<file path="src/rtl/lsu_pkg.sv">
// lsu_pkg: shared constants for the load/store sequencer.
// Holds the opcode and funct3 codes the sequencer decodes, the fault codes
// reported on completion, the FSM state encoding and a decode helper that
// classifies a request before any memory traffic is issued.
package lsu_pkg;

  localparam logic [6:0] OP_LOAD  = 7'b0000011;
  localparam logic [6:0] OP_STORE = 7'b0100011;

  localparam logic [2:0] F3_B  = 3'b000;
  localparam logic [2:0] F3_H  = 3'b001;
  localparam logic [2:0] F3_W  = 3'b010;
  localparam logic [2:0] F3_BU = 3'b100;
  localparam logic [2:0] F3_HU = 3'b101;

  localparam logic [1:0] FLT_OK       = 2'b00;
  localparam logic [1:0] FLT_MISALIGN = 2'b01;
  localparam logic [1:0] FLT_TIMEOUT  = 2'b10;
  localparam logic [1:0] FLT_ILLEGAL  = 2'b11;

  typedef enum logic [1:0] {
    ST_IDLE   = 2'd0,
    ST_ACCESS = 2'd1,
    ST_RESP   = 2'd2
  } state_t;

  // Classifies a request at accept time. Illegal encodings take priority
  // over misalignment; anything returning FLT_OK goes out to memory.
  function automatic logic [1:0] decode_fault(input logic [6:0] opcode,
                                              input logic [2:0] funct3,
                                              input logic [1:0] off);
    logic legal;
    logic isHalf;
    logic isWord;
    legal  = 1'b0;
    isHalf = (funct3 == F3_H) || (funct3 == F3_HU);
    isWord = (funct3 == F3_W);
    if (opcode == OP_LOAD) begin
      legal = (funct3 == F3_B) || (funct3 == F3_H) || (funct3 == F3_W) ||
              (funct3 == F3_BU) || (funct3 == F3_HU);
    end else if (opcode == OP_STORE) begin
      legal = (funct3 == F3_B) || (funct3 == F3_H) || (funct3 == F3_W);
    end
    if (!legal) begin
      decode_fault = FLT_ILLEGAL;
    end else if ((isHalf && off[0]) || (isWord && (off != 2'b00))) begin
      decode_fault = FLT_MISALIGN;
    end else begin
      decode_fault = FLT_OK;
    end
  endfunction

endpackage

</file>
<file path="src/rtl/lsu_ld_extend.sv">
// lsu_ld_extend: selects the addressed byte/halfword out of a memory word
// and sign- or zero-extends it according to the load funct3.
// Ports:
//   word_i    read word from memory
//   funct3_i  load width/signedness
//   off_i     byte offset within the word
//   result_o  extended 32-bit load result
module lsu_ld_extend
  import lsu_pkg::*;
(
  input  logic [31:0] word_i,
  input  logic [2:0]  funct3_i,
  input  logic [1:0]  off_i,
  output logic [31:0] result_o
);

  logic [7:0]  byteSel;
  logic [15:0] halfSel;

  // Lane selection: byte by full offset, halfword by offset bit 1 only,
  // since halfword loads reaching here are already known to be aligned.
  always_comb begin
    case (off_i)
      2'd0:    byteSel = word_i[7:0];
      2'd1:    byteSel = word_i[15:8];
      2'd2:    byteSel = word_i[23:16];
      default: byteSel = word_i[31:24];
    endcase
    halfSel = off_i[1] ? word_i[31:16] : word_i[15:0];
  end

  // Extension by funct3; unused encodings fall back to the raw word.
  always_comb begin
    case (funct3_i)
      F3_B:    result_o = {{24{byteSel[7]}}, byteSel};
      F3_BU:   result_o = {24'h0, byteSel};
      F3_H:    result_o = {{16{halfSel[15]}}, halfSel};
      F3_HU:   result_o = {16'h0, halfSel};
      default: result_o = word_i;
    endcase
  end

endmodule

</file>
<file path="src/rtl/lsu_seq.sv">
// lsu_seq: load/store sequencer between the memory-stage control and a
// single-port word-addressed data memory with req/ack handshake.
// Ports:
//   clock, reset_n            clock and async active-low reset
//   start, ir, addr, wdata    request: instruction word, byte address, store data
//   busy, done, fault, rdata  status: in-flight, completion pulse, fault code, load result
//   mem_req, mem_we, mem_addr, mem_be, mem_wdata   registered memory request
//   mem_ack, mem_rdata        memory acknowledge and read word
module lsu_seq
  import lsu_pkg::*;
#(
  parameter int unsigned ACK_TIMEOUT = 16
) (
  input  logic        clock,
  input  logic        reset_n,
  input  logic        start,
  input  logic [31:0] ir,
  input  logic [31:0] addr,
  input  logic [31:0] wdata,
  output logic        busy,
  output logic        done,
  output logic [1:0]  fault,
  output logic [31:0] rdata,
  output logic        mem_req,
  output logic        mem_we,
  output logic [31:0] mem_addr,
  output logic [3:0]  mem_be,
  output logic [31:0] mem_wdata,
  input  logic        mem_ack,
  input  logic [31:0] mem_rdata
);

  localparam logic [7:0] TO_LAST = 8'(ACK_TIMEOUT - 1);

  state_t      state_q, state_d;
  logic [1:0]  decFault;
  logic        isStore;
  logic [3:0]  stBe;
  logic [31:0] stWdata;
  logic [31:0] ldResult;
  logic        unusedIrBits;

  logic [1:0]  fault_q;
  logic [31:0] rdata_q;
  logic        memReq_q;
  logic        memWe_q;
  logic [31:0] memAddr_q;
  logic [3:0]  memBe_q;
  logic [31:0] memWdata_q;
  logic [7:0]  ackCnt_q;
  logic [2:0]  funct3_q;
  logic [1:0]  off_q;
  logic        store_q;

  assign unusedIrBits = ^{ir[31:15], ir[11:7]};

  assign decFault = decode_fault(ir[6:0], ir[14:12], addr[1:0]);
  assign isStore  = (ir[6:0] == OP_STORE);

  // Store lane encoding: byte enables shifted to the addressed lane and the
  // source data replicated so every lane carries it.
  always_comb begin
    stBe    = 4'hF;
    stWdata = wdata;
    case (ir[14:12])
      F3_B: begin
        stBe    = 4'b0001 << addr[1:0];
        stWdata = {4{wdata[7:0]}};
      end
      F3_H: begin
        stBe    = 4'b0011 << addr[1:0];
        stWdata = {2{wdata[15:0]}};
      end
      default: ;
    endcase
  end

  lsu_ld_extend u_ld_extend (
    .word_i   (mem_rdata),
    .funct3_i (funct3_q),
    .off_i    (off_q),
    .result_o (ldResult)
  );

  // State register.
  always_ff @(posedge clock or negedge reset_n) begin
    if (!reset_n) begin
      state_q <= ST_IDLE;
    end else begin
      state_q <= state_d;
    end
  end

  // Next state and status outputs. Faults caught at decode skip ACCESS
  // entirely so they never raise mem_req.
  always_comb begin
    state_d = state_q;
    busy    = (state_q != ST_IDLE);
    done    = (state_q == ST_RESP);
    case (state_q)
      ST_IDLE: begin
        if (start) begin
          state_d = (decFault == FLT_OK) ? ST_ACCESS : ST_RESP;
        end
      end
      ST_ACCESS: begin
        if (mem_ack || (ackCnt_q == TO_LAST)) begin
          state_d = ST_RESP;
        end
      end
      ST_RESP: state_d = ST_IDLE;
      default: state_d = ST_IDLE;
    endcase
  end

  // Datapath: latch the request on accept, hold the memory outputs stable
  // through ACCESS, and capture the result. The ack test comes first so an
  // ack on the final permitted cycle wins over the timeout.
  always_ff @(posedge clock or negedge reset_n) begin
    if (!reset_n) begin
      fault_q    <= FLT_OK;
      rdata_q    <= '0;
      memReq_q   <= 1'b0;
      memWe_q    <= 1'b0;
      memAddr_q  <= '0;
      memBe_q    <= '0;
      memWdata_q <= '0;
      ackCnt_q   <= '0;
      funct3_q   <= '0;
      off_q      <= '0;
      store_q    <= 1'b0;
    end else begin
      case (state_q)
        ST_IDLE: begin
          if (start) begin
            fault_q  <= decFault;
            rdata_q  <= '0;
            ackCnt_q <= '0;
            funct3_q <= ir[14:12];
            off_q    <= addr[1:0];
            store_q  <= isStore;
            if (decFault == FLT_OK) begin
              memReq_q   <= 1'b1;
              memWe_q    <= isStore;
              memAddr_q  <= {addr[31:2], 2'b00};
              memBe_q    <= isStore ? stBe : 4'hF;
              memWdata_q <= stWdata;
            end
          end
        end
        ST_ACCESS: begin
          if (mem_ack) begin
            memReq_q <= 1'b0;
            fault_q  <= FLT_OK;
            rdata_q  <= store_q ? 32'h0 : ldResult;
          end else if (ackCnt_q == TO_LAST) begin
            memReq_q <= 1'b0;
            fault_q  <= FLT_TIMEOUT;
          end else begin
            ackCnt_q <= ackCnt_q + 8'd1;
          end
        end
        default: ;
      endcase
    end
  end

  assign fault     = fault_q;
  assign rdata     = rdata_q;
  assign mem_req   = memReq_q;
  assign mem_we    = memWe_q;
  assign mem_addr  = memAddr_q;
  assign mem_be    = memBe_q;
  assign mem_wdata = memWdata_q;

endmodule

</file>
<file path="config.mk">
export PLATFORM = sky130hd
export DESIGN_NAME = lsu_seq
export DESIGN_NICKNAME = d
export VERILOG_FILES = /design/src/rtl/lsu_pkg.sv /design/src/rtl/lsu_ld_extend.sv /design/src/rtl/lsu_seq.sv
export SDC_FILE = /design/constraint.sdc
export NUM_CORES = 1
export LEC_CHECK = 0
export CAP_MARGIN = 40
export CELL_PAD_IN_SITES_DETAIL_PLACEMENT = 1
export CELL_PAD_IN_SITES_GLOBAL_PLACEMENT = 1
export CORE_MARGIN = 1.5
export CORE_UTILIZATION = 34
export DETAILED_ROUTE_END_ITERATION = 6
export PLACE_DENSITY = 0.91
export SLEW_MARGIN = 20
export SYNTH_ARGS = -nofsm -noshare
export SYNTH_HDL_FRONTEND = slang
export SYNTH_SLANG_ARGS = --single-unit
</file>
<file path="constraint.sdc">
create_clock -name clock -period 4.71 [get_ports clock]
set_input_delay 0.7065 -clock clock [delete_from_list [all_inputs] [get_ports clock]]
set_output_delay 0.7065 -clock clock [all_outputs]
set_load 0.01 [all_outputs]
</file>
==> metrics.md, run 1 <==
| Metric | Value |
|---|---|
| GRT overflow | `0` |
| Area of the core | `between 15000 and 20000 um2` |
| PD cells | `between 300 and 400 nW/um2` |
| Fraction of the yosys area taken by sequential cells | `52.7%` |
| Sequential Area | `between 2000 and 3000 um2` |
| Mux share of post-synthesis cell area | `18.6%` |
| Synth Register Bits | `about 120` |
| Overall power | `roughly 3 mW` |
| Share of the synthesized area in the top cell type | `around 53%` |
| Layout cells sized above 1 | `16.8%` |
| Antenna Cells | `0` |
| Post-synth EDFFs | `0` |
| Final wirelength | `around 19000 um` |
| DPL Wire Length | `14200 um` |
| Final setup viols | `0` |
| Slew Limit Headroom | `46.5%` |
| CTS Hold Bufs | `0` |
| Gpl congestion | `between 0.8 and 0.9` |
| Routed len/inst | `20.2 um` |
| Iteration-0 DRC Markers | `~220` |
| Clock Sinks | `118` |
| Synth Area per Inst | `~11 um2` |
| Minimum clock period | `2.71 ns` |
| I/O Pins | `about 240` |
| Mapped Cells | `between 500 and 600` |
| CTS Buf Count | `17` |
| H-tree lvl count | `4` |
| WP buf/inv | `2` |
| Horiz. Die Dim | `131 um` |
| Async S/R FF share, synth | `100%` |
| Most frequent cells in the layout | `212 x clkdlybuf4s50_1, 118 x dfrtp_1, 85 x nand2_1` |
| CP startpoint kind | `primary input` |
| Pleak | `3.75 nW` |
| IO Port Bufs | `between 200 and 250` |
| Warnings from Yosys | `0` |
| Largest family of logic cells by synthesized area | `multiplexers` |
| Max incr delay on CP | `0.56 ns` |
| CP most frequent cell | `mux2_2` |
| Highest clock rate | `369 MHz` |
| Antenna violations before repair | `0` |
| XOR/XNOR Fraction of Synth Area | `0%` |
| Filler Cells Inserted | `roughly 1700` |
| Worst-Margin Slew | `0.802 ns` |
| Post-cts sizing count | `0` |
| Clock Skew | `0.00862 ns` |
| Final Net Count | `between 800 and 900` |
| Commonest non-fill, non-tap cell in the layout | `clkdlybuf4s50_1` |
| Vias per inst | `5.12` |
| Critical Path Fanout Max | `28` |
| Slowest CP cell | `or2_2` |
| Chip height | `131 um` |
| CTS tree | `yes` |
| First-pass GRT wire length | `slightly above 30000 um` |
| Kind of critical path | `in2reg` |
| Multi-input logic area | `between 2000 and 2500 um2` |
| Outcome | `complete, no violations` |
| Required time worst endpoint | `approximately 5.0 ns` |
| Post-synthesis adder-cell area fraction | `0.223%` |
| Total track usage | `between 20% and 30%` |
| Max Cap Viol | `0` |
| Layout area overhead | `53.0%` |
| Setup total negative slack | `0 ns` |
| Pre-Repair DR Iteration Count | `4` |
| Worst Hold Class | `in2async` |
| Final hold vios | `0` |
| Largest net degree at the start of global routing | `69` |
| Synth unique cells | `47` |
| Clock latency at the later pin of the worst-skew pair | `0.41 ns` |
| Main flop type after synthesis | `dfrtp_1` |
| FP Rows | `46` |
| Die area | `17300 um2` |
| Crit path cell chain | `clkdlybuf4s50_1 -> or2_2 -> nor2_1 -> buf_4 -> mux2_2 -> mux2_2` |
| Vias in the first global route | `5640` |
| Clock Tree Buf Depth | `2` |
| Final period util | `57.6%` |
| Post-route ant nets | `0` |
| CTS root buf | `clkbuf_16` |
| Initial Util | `35.0%` |
| Synth Area in Compound Gates | `13.0%` |
| # DRC | `0` |
| Simple-Gate Fraction of Synth Area | `12.4%` |
| Slew Limit Fails | `0` |
| Leading area contributor after synthesis | `dfrtp_1` |
| Synthesized cell area | `5600 um2` |
| CP delay by family, top | `simple AND/OR/NAND/NOR gates` |
| Worst VDD drop | `~220 uV` |
| Clock slew at reported path FFs | `0.06 ns` |
| Top post-synthesis cells by area | `dfrtp_1 53%, mux2_2 15%, nand2_1 5.7%, o21ai_0 5.5%, a21oi_1 2.3%` |
| Post-CTS Setup Bufs | `0` |
| CP Capture Type | `flop` |
| Crit path DAT | `around 3 ns` |
| Via count | `around 4900` |
| RSZ-0062 raised after global routing | `no` |
## final timing paths
| path | start | to | slack [ns] | cells past startpoint |
|---|---|---|---|---|
| setup reg to reg | state_q[1]$_DFFE_PN0P_ | mem_addr[16]$_DFFE_PN0P_ | 2.23 | 4 |
| max in group asynchronous | reset_n | rdata[15]$_DFFE_PN0P_ | 3.51 | 2 |
| min in group clock | rdata[19]$_DFFE_PN0P_ | rdata[19]$_DFFE_PN0P_ | 0.48 | 2 |
| hold reg to reg | rdata[19]$_DFFE_PN0P_ | rdata[19]$_DFFE_PN0P_ | 0.48 | 2 |
| hold / removal | reset_n | mem_wdata[25]$_DFFE_PN0P_ | 0.24 | 1 |
| setup / recovery | ir[13] | mem_wdata[12]$_DFFE_PN0P_ | 2.00 | 6 |
## power breakdown
group	leakage (nW)	internal, mW	switching (mW)
logic	1.84	0.231	0.196
clock network	0.305	0.937	0.459
registers	1.61	1.06	0.0454
## flip-flops by register name (all words and copies together), names as in the netlist
signal     flops
state_q        2
fault          2
mem_wdata     32
mem_be         4
store_q        1
mem_addr      30
mem_req        1
funct3_q       3
rdata         32
mem_we         1
ackCnt_q       8
off_q          2
## cell type report
type	count	area share, %
clock buffer	23	5.69
clock inverter	8	1.69
inverter	4	0.175
multi-input combinational	371	29.0
sequential	118	34.4
tap	216	3.15
timing repair buffer	222	25.9
## synthesized netlist by cell type, types with 5 or more instances
library cell	count
o21a_1	8
a21oi_1	26
buf_4	7
mux2_2	75
nor3_1	12
nand2b_1	10
nand2_1	85
a21boi_0	8
mux2i_1	13
clkbuf_1	16
a21o_1	5
nor2_1	20
dfrtp_1	118
o21ai_0	62
## cells by family after synthesis
family	after synthesis
AND/OR/NAND/NOR	152
AO/OA/AOI/OAI	124
flip-flops	118
multiplexers	92
buffers and inverters	33
adder cells (fa/ha/maj)	1
other	1
## per-stage QoR
stage                     util [%]  instances  instance area [um2]  setup slack, ns  hold slack [ns]
final                         53.6        962                 8580             2.00            0.236
after global routing          53.6        962                 8580             1.88            0.248
after CTS                     53.6        961                 8570             1.77            0.232
after detailed placement      49.6        930                 7940             1.37            0.473
after global placement        49.5        928                 7910             1.45            0.461
after floorplan                  -        522                 5610             2.44            0.411
## routing by layer
layer,wire [um],GRT usage (%),vias to the layer above,part of all wire [%]
met5,0,0,-,0
met4,177,5.43,0,0.91
met3,1520,8.64,13,7.8
met2,10200,42.3,179,52
met1,7540,25.1,2474,39
li1,-,-,2260,-
No activity file was read; power rests on OpenSTA's default activity.
==> run 2, diff against run 1 <==
CORE_UTILIZATION = 29   (was 34)
PLACE_DENSITY = 0.83   (was 0.91)
clock period = 2.32 ns   (was 4.71 ns; I/O delays follow)
==> metrics.md, run 2 (same netlist as run 1, synthesis figures left out) <==
| Metric | Value |
|---|---|
| Outcome | `complete, no violations` |
| Via count | `4993 (+1.4%)` |
| Routed len/inst | `17.8 um (-12%)` |
| Max Cap Viol | `0 (unchanged)` |
| Final setup viols | `0 (unchanged)` |
| Post-CTS Setup Bufs | `0 (unchanged)` |
| CP startpoint kind | `flop` |
| H-tree lvl count | `4 (unchanged)` |
| Final period util | `91.3%` |
| Post-cts sizing count | `0 (unchanged)` |
| Clock Tree Buf Depth | `2 (unchanged)` |
| FP Rows | `50 (+8.7%)` |
| Vias per inst | `4.82 (-5.9%)` |
| Cells on worst reg2reg path | `4 (unchanged)` |
| FF-to-FF End | `mem_be[0]$_DFFE_PN0P_` |
| Reg2Reg Setup Slack | `0.37 ns (-1.86 ns)` |
| Clock Skew | `0.00526 ns (-0.00336 ns)` |
| Iteration-0 DRC Markers | `145 (-34%)` |
| Chip height | `142 um (+8.1%)` |
| Worst Hold Class | `in2async` |
| Clock latency at the later pin of the worst-skew pair | `0.42 ns (about the same)` |
| Pre-Repair DR Iteration Count | `7 (+3)` |
| Crit path cell chain | `buf_4 -> or2_2 -> clkdlybuf4s50_1` |
| CP Launch Point | `state_q[1]$_DFFE_PN0P_` |
| Critical Path Fanout Max | `14 (-50%)` |
| Most frequent cells in the layout | `212 x clkdlybuf4s50_1, 118 x dfrtp_1, 85 x nand2_1` |
| Slew Limit Fails | `0 (unchanged)` |
| Largest net degree at the start of global routing | `70 (+1.4%)` |
| Commonest non-fill, non-tap cell in the layout | `clkdlybuf4s50_1` |
| Slowest CP cell | `clkdlybuf4s50_1` |
| Vias in the first global route | `5363 (-4.9%)` |
| CP Capture Type | `output pin` |
| Worst r2r src | `state_q[1]$_DFFE_PN0P_` |
| Die area | `20200 um2 (+17%)` |
| Worst VDD drop | `471 uV (+110%)` |
| Final hold vios | `0 (unchanged)` |
| I/O Pins | `238 (unchanged)` |
| Overall power | `5.72 mW (+96%)` |
| CTS tree | `yes` |
| Area of the core | `18800 um2 (+18%)` |
| Crit path DAT | `1.77 ns (-1.23 ns)` |
| Antenna violations before repair | `0 (unchanged)` |
| Slew Limit Headroom | `59.6% (+13 points)` |
| Post-route ant nets | `0 (unchanged)` |
| Antenna Cells | `0 (unchanged)` |
| IO Port Bufs | `213 (unchanged)` |
| Final Net Count | `896 (+3.3%)` |
| GRT overflow | `0 (unchanged)` |
| Max incr delay on CP | `0.49 ns (-0.07 ns)` |
| Fin util | `47.0% (-6.6 points)` |
| # DRC | `0 (unchanged)` |
| CTS Buf Count | `17 (unchanged)` |
| PD cells | `647 nW/um2 (+90%)` |
| Highest clock rate | `between 400 and 500 MHz` |
| Kind of critical path | `reg2out` |
| Layout cells sized above 1 | `20.0% (+3.2 points)` |
| Layout area overhead | `57.8%` |
| DPL Wire Length | `13600 um (-4.6%)` |
| Pleak | `3.88 nW (+3.3%)` |
| First-pass GRT wire length | `29200 um (-6.5%)` |
| Minimum clock period | `2.12 ns` |
| Clock Sinks | `118 (unchanged)` |
| Initial Util | `29.8% (-5.3 points)` |
| Worst-Margin Slew | `0.603 ns (-0.199 ns)` |
| RSZ-0062 raised after global routing | `no` |
| Setup total negative slack | `0 ns (unchanged)` |
| Total track usage | `18.8% (-4.3 points)` |
| Gpl congestion | `0.816 (-2.9%)` |
| Final wirelength | `18500 um (-4.8%)` |
| CTS root buf | `clkbuf_16` |
| Required time worst endpoint | `1.97 ns (-3.03 ns)` |
| Horiz. Die Dim | `142 um (+8.1%)` |
| Clock slew at reported path FFs | `0.06 ns (about the same)` |
[run 2: report_power, final]
part           internal, mW  switching (mW)
combinational         0.495           0.421
clock                  1.59            1.01
sequential             2.14          0.0608
[run 2: worst max-delay path by stage]
| stage | to | slack, ns | cells after the start |
|---|---|---|---|
| finish | busy | 0.20 | 3 |
| global route | busy | 0.14 | 3 |
| CTS | busy | 0.18 | 3 |
| detailed placement | mem_addr[11]$_DFFE_PN0P_ | -0.15 | 7 |
| global placement | mem_addr[23]$_DFFE_PN0P_ | -0.11 | 7 |
| floorplan | mem_addr[28]$_DFFE_PN0P_ | 0.37 | 6 |
[run 2: per-stage QoR]
step           hold slack [ns]  instances  cell area, um2  worst slack, ns
5_1_grt                  0.372       1036            8840            0.144
6_report                 0.362       1036            8840            0.203
4_1_cts                  0.340       1036            8840            0.180
3_5_place_dp             0.250       1003            8250           -0.148
2_1_floorplan           0.0524        522            5610            0.369
3_3_place_gp             0.249       1001            8240           -0.108
[run 2: final cells by class]
class	instances	area, um2
timing repair buffer	251	2480
sequential	118	2950
inverter	4	15.0
fill	2052	9990
clock buffer	18	429
multi-input combinational	371	2490
tap	260	325
clock inverter	14	153
[run 2: routing by layer]
layer  vias up  global-route usage, %  wire [um]
li1       2318                      -          -
met1      2451                   22.1       7470
met3        21                   7.87       1810
met4         0                   6.29        313
met2       203                   30.9       8870
met5         -                      0          0
[run 2: timing repair]
item	4_1_cts	5_1_grt
hold endpoints to repair	17	0
endpoints found under the setup margin	0	0
hold buffers	1	0
[run 2: critical path, delay by kind of cell (launching register included)]
family                 cells  cell delay (ns)
buffers and inverters      2             0.67
flip-flops                 1             0.38
AND/OR/NAND/NOR            1             0.31
==> run 3, diff against run 2 <==
CORE_UTILIZATION = 30   (was 29)
SLEW_MARGIN = unset   (was 20)
SYNTH_HIERARCHICAL = 1   (was unset)
clock period = 1.8 ns   (was 2.32 ns; I/O delays follow)
==> metrics.md, run 3 <==
| Metric | Value |
|---|---|
| Filler Cells Inserted | `2106 (+2.6%)` |
| Worst Hold Class | `in2async` |
| Area of the core | `19700 um2 (+4.7%)` |
| Final setup viols | `0 (unchanged)` |
| H-tree lvl count | `4 (unchanged)` |
| Max Cap Viol | `0 (unchanged)` |
| IO Port Bufs | `213 (unchanged)` |
| Clock Skew | `0.00750 ns (+0.00224 ns)` |
| Chip height | `146 um (+2.5%)` |
| Sequential Area | `2950 um2 (unchanged)` |
| Synthesized cell area | `6090 um2 (+8.7%)` |
| Commonest cells in the synthesized netlist | `118 x dfrtp_1, 98 x nand2_1, 71 x mux2_2, 46 x nor2_1, 35 x nand3_1` |
| Reg2Reg Setup Slack | `0.0007 ns (-0.37 ns)` |
| Kind of critical path | `reg2reg` |
| Max incr delay on CP | `0.39 ns (-0.10 ns)` |
| Routed len/inst | `20.0 um (+12%)` |
| Minimum clock period | `about 1.8 ns` |
| Non-Filler Instances | `1124 (+8.5%)` |
| Layout area overhead | `62.2%` |
| Antenna Cells | `0 (unchanged)` |
| Crit path cell chain | `nor2_2 -> nand2_2 -> nor4_4 -> buf_4 -> buf_12 -> clkbuf_16 -> mux2_4` |
| Required time worst endpoint | `2.10 ns (+0.13 ns)` |
| Synth Area per Inst | `10.6 um2 (-1.5%)` |
| Async S/R FF share, synth | `100% (unchanged)` |
| GRT overflow | `0 (unchanged)` |
| Most frequent cells in the layout | `203 x clkdlybuf4s50_1, 118 x dfrtp_1, 97 x nand2_1` |
| Via count | `5650 (+13%)` |
| Vias in the first global route | `6135 (+14%)` |
| Pleak | `4.54 nW (+17%)` |
| Clock latency at the later pin of the worst-skew pair | `0.43 ns (about the same)` |
| Synth unique cells | `50 (+6.4%)` |
| Most frequent cell after synthesis | `dfrtp_1` |
| FF-to-FF End | `mem_addr[13]$_DFFE_PN0P_` |
| First-pass GRT wire length | `34700 um (+19%)` |
| Outcome | `complete, no violations` |
| Die area | `21200 um2 (+5.0%)` |
| Leading area contributor after synthesis | `dfrtp_1` |
| Mapped Cells | `575 (+10%)` |
| Main flop type after synthesis | `dfrtp_1` |
| Final Instance Area | `9890 um2 (+12%)` |
| # DRC | `0 (unchanged)` |
| Horiz. Die Dim | `146 um (+2.5%)` |
| Clock slew at reported path FFs | `0.06 ns (about the same)` |
| Clock Tree Buf Depth | `2 (unchanged)` |
| I/O Pins | `238 (unchanged)` |
| Slowest CP cell | `dfrtp_1` |
| Fraction of the yosys area taken by sequential cells | `48.5% (-4.2 points)` |
| Layout cells sized above 1 | `25.7% (+5.8 points)` |
| Final hold vios | `0 (unchanged)` |
| Highest clock rate | `556 MHz` |
| Critical Path Fanout Max | `7 (-7)` |
| Largest net degree at the start of global routing | `67 (-4.3%)` |
| Multi-input logic area | `3050 um2 (+23%)` |
| Iteration-0 DRC Markers | `275 (+90%)` |
| Vias per inst | `5.03 (+4.3%)` |
| Post-DP Area | `9000 um2 (+9.1%)` |
| Synth Register Bits | `118 (unchanged)` |
| Commonest non-fill, non-tap cell in the layout | `clkdlybuf4s50_1` |
| DPL Wire Length | `16300 um (+20%)` |
| Worst r2r src | `state_q[0]$_DFFE_PN0P_` |
| Initial Util | `30.9% (+1.1 points)` |
| Post-route ant nets | `0 (unchanged)` |
| CTS Buf Count | `17 (unchanged)` |
| Share of the synthesized area in the top cell type | `48.5% (-4.2 points)` |
| Setup total negative slack | `0 ns (unchanged)` |
| Final period util | `100%` |
| Antenna violations before repair | `0 (unchanged)` |
| Warnings from Yosys | `6 (+6)` |
| CTS tree | `yes` |
| Post-Place Cells | `1080 (+7.7%)` |
| Top post-synthesis cells by area | `dfrtp_1 48%, mux2_2 13%, nand2_1 6.0%, mux4_1 3.0%, nand3_1 2.9%` |
| FP Rows | `51 (+2.0%)` |
| Gpl congestion | `0.847 (+3.7%)` |
| Slew Limit Fails | `0 (unchanged)` |
| RSZ-0062 raised after global routing | `yes` |
| Crit path DAT | `2.10 ns (+0.33 ns)` |
| Final wirelength | `22500 um (+22%)` |
| CP startpoint kind | `flop` |
| Post-synth EDFFs | `0 (unchanged)` |
| Clock Sinks | `118 (unchanged)` |
| CTS root buf | `clkbuf_16` |
| Fin util | `50.1% (+3.2 points)` |
| Cells on worst reg2reg path | `7 (+3)` |
| Total track usage | `21.1% (+2.3 points)` |
| Pre-Repair DR Iteration Count | `5 (-2)` |
| PD cells | `802 nW/um2 (+24%)` |
| CP Capture Type | `flop` |
| Worst VDD drop | `655 uV (+39%)` |
| Final Net Count | `979 (+9.3%)` |
| CP Launch Point | `state_q[0]$_DFFE_PN0P_` |
==> run 3: changes by cell type in the layout (fill, tap and decap cells not counted), moves of 9 or more <==
cell	delta
nor2_1	+21
buf_4	+29
o22ai_1	+16
nor3_1	-9
nand3_1	+31
mux2_4	+48
nand2_1	+12
mux2_2	-46
clkdlybuf4s50_1	-9
o21ai_0	-55
==> run 3: logic make-up after synthesis <==
family          synth area share, %
xor+xnor                      0.431
flops                          48.5
other cells                  0.0615
buf+inv                        4.97
fa+ha+maj                     0.205
mux                            20.8
simple gates                   15.7
compound gates                 9.38
==> run 3: routing by layer <==
metal	vias to the layer above	global-route usage (%)	share of wire, %
met3	35	7.02	9.1
met4	0	7.04	1.6
met2	252	35.8	49
met1	2783	25.1	40
li1	2580	-	-
met5	-	0	0
==> run 3: power by group <==
group	leakage (nW)	switching, mW	internal, mW
logic	2.65	0.820	0.933
registers	1.62	0.0943	2.77
clock network	0.268	1.38	1.92
total	4.54	2.30	5.63
==> run 3: stage by stage <==
| stage | setup WS, ns | hold slack, ns | power, mW |
|---|---|---|---|
| after CTS | -0.00803 | 0.246 | 7.96 |
| after global routing | -0.0509 | 0.268 | 8.25 |
| after detailed placement | -0.621 | 0.145 | 4.61 |
| final | 0.000728 | 0.250 | 7.93 |
| after global placement | -0.583 | 0.145 | 4.57 |
| after floorplan | -0.0571 | -0.0256 | 3.71 |
==> run 3: critical path: cells and delay by family (launching register included) <==
kind / cells / cell delay (ns)
buffers and inverters: 3 / 0.50
flip-flops: 1 / 0.39
multiplexers: 1 / 0.30
AND/OR/NAND/NOR: 3 / 0.47
==> run 3: layout make-up <==
| class | count | share of cell area, % |
|---|---|---|
| Multi-Input combinational cell | 402 | 30.9 |
| Sequential cell | 118 | 29.9 |
| Timing Repair Buffer | 294 | 29.6 |
| Clock buffer | 17 | 4.30 |
| Tap cell | 265 | 3.35 |
| Clock inverter | 15 | 1.46 |
| Inverter | 13 | 0.494 |
==> run 3: timing repair <==
item | in CTS | in global routing
hold buffers | 1 | 0
gates resized for setup | 13 | 50
endpoints found under the hold margin | 28 | 0
pin swaps | 6 | 6
gates cloned | 1 | 3
endpoints found under the setup margin | 70 | 66
buffers inserted | 2 | 5
==> run 3: how the worst max path moves through the flow <==
stage,depth (start not counted),to
2_1_floorplan,5,mem_wdata[1]$_DFFE_PN0P_
3_5_place_dp,7,mem_addr[23]$_DFFE_PN0P_
5_1_grt,7,mem_addr[8]$_DFFE_PN0P_
4_1_cts,6,mem_wdata[26]$_DFFE_PN0P_
6_report,7,mem_addr[13]$_DFFE_PN0P_
3_3_place_gp,7,mem_addr[23]$_DFFE_PN0P_
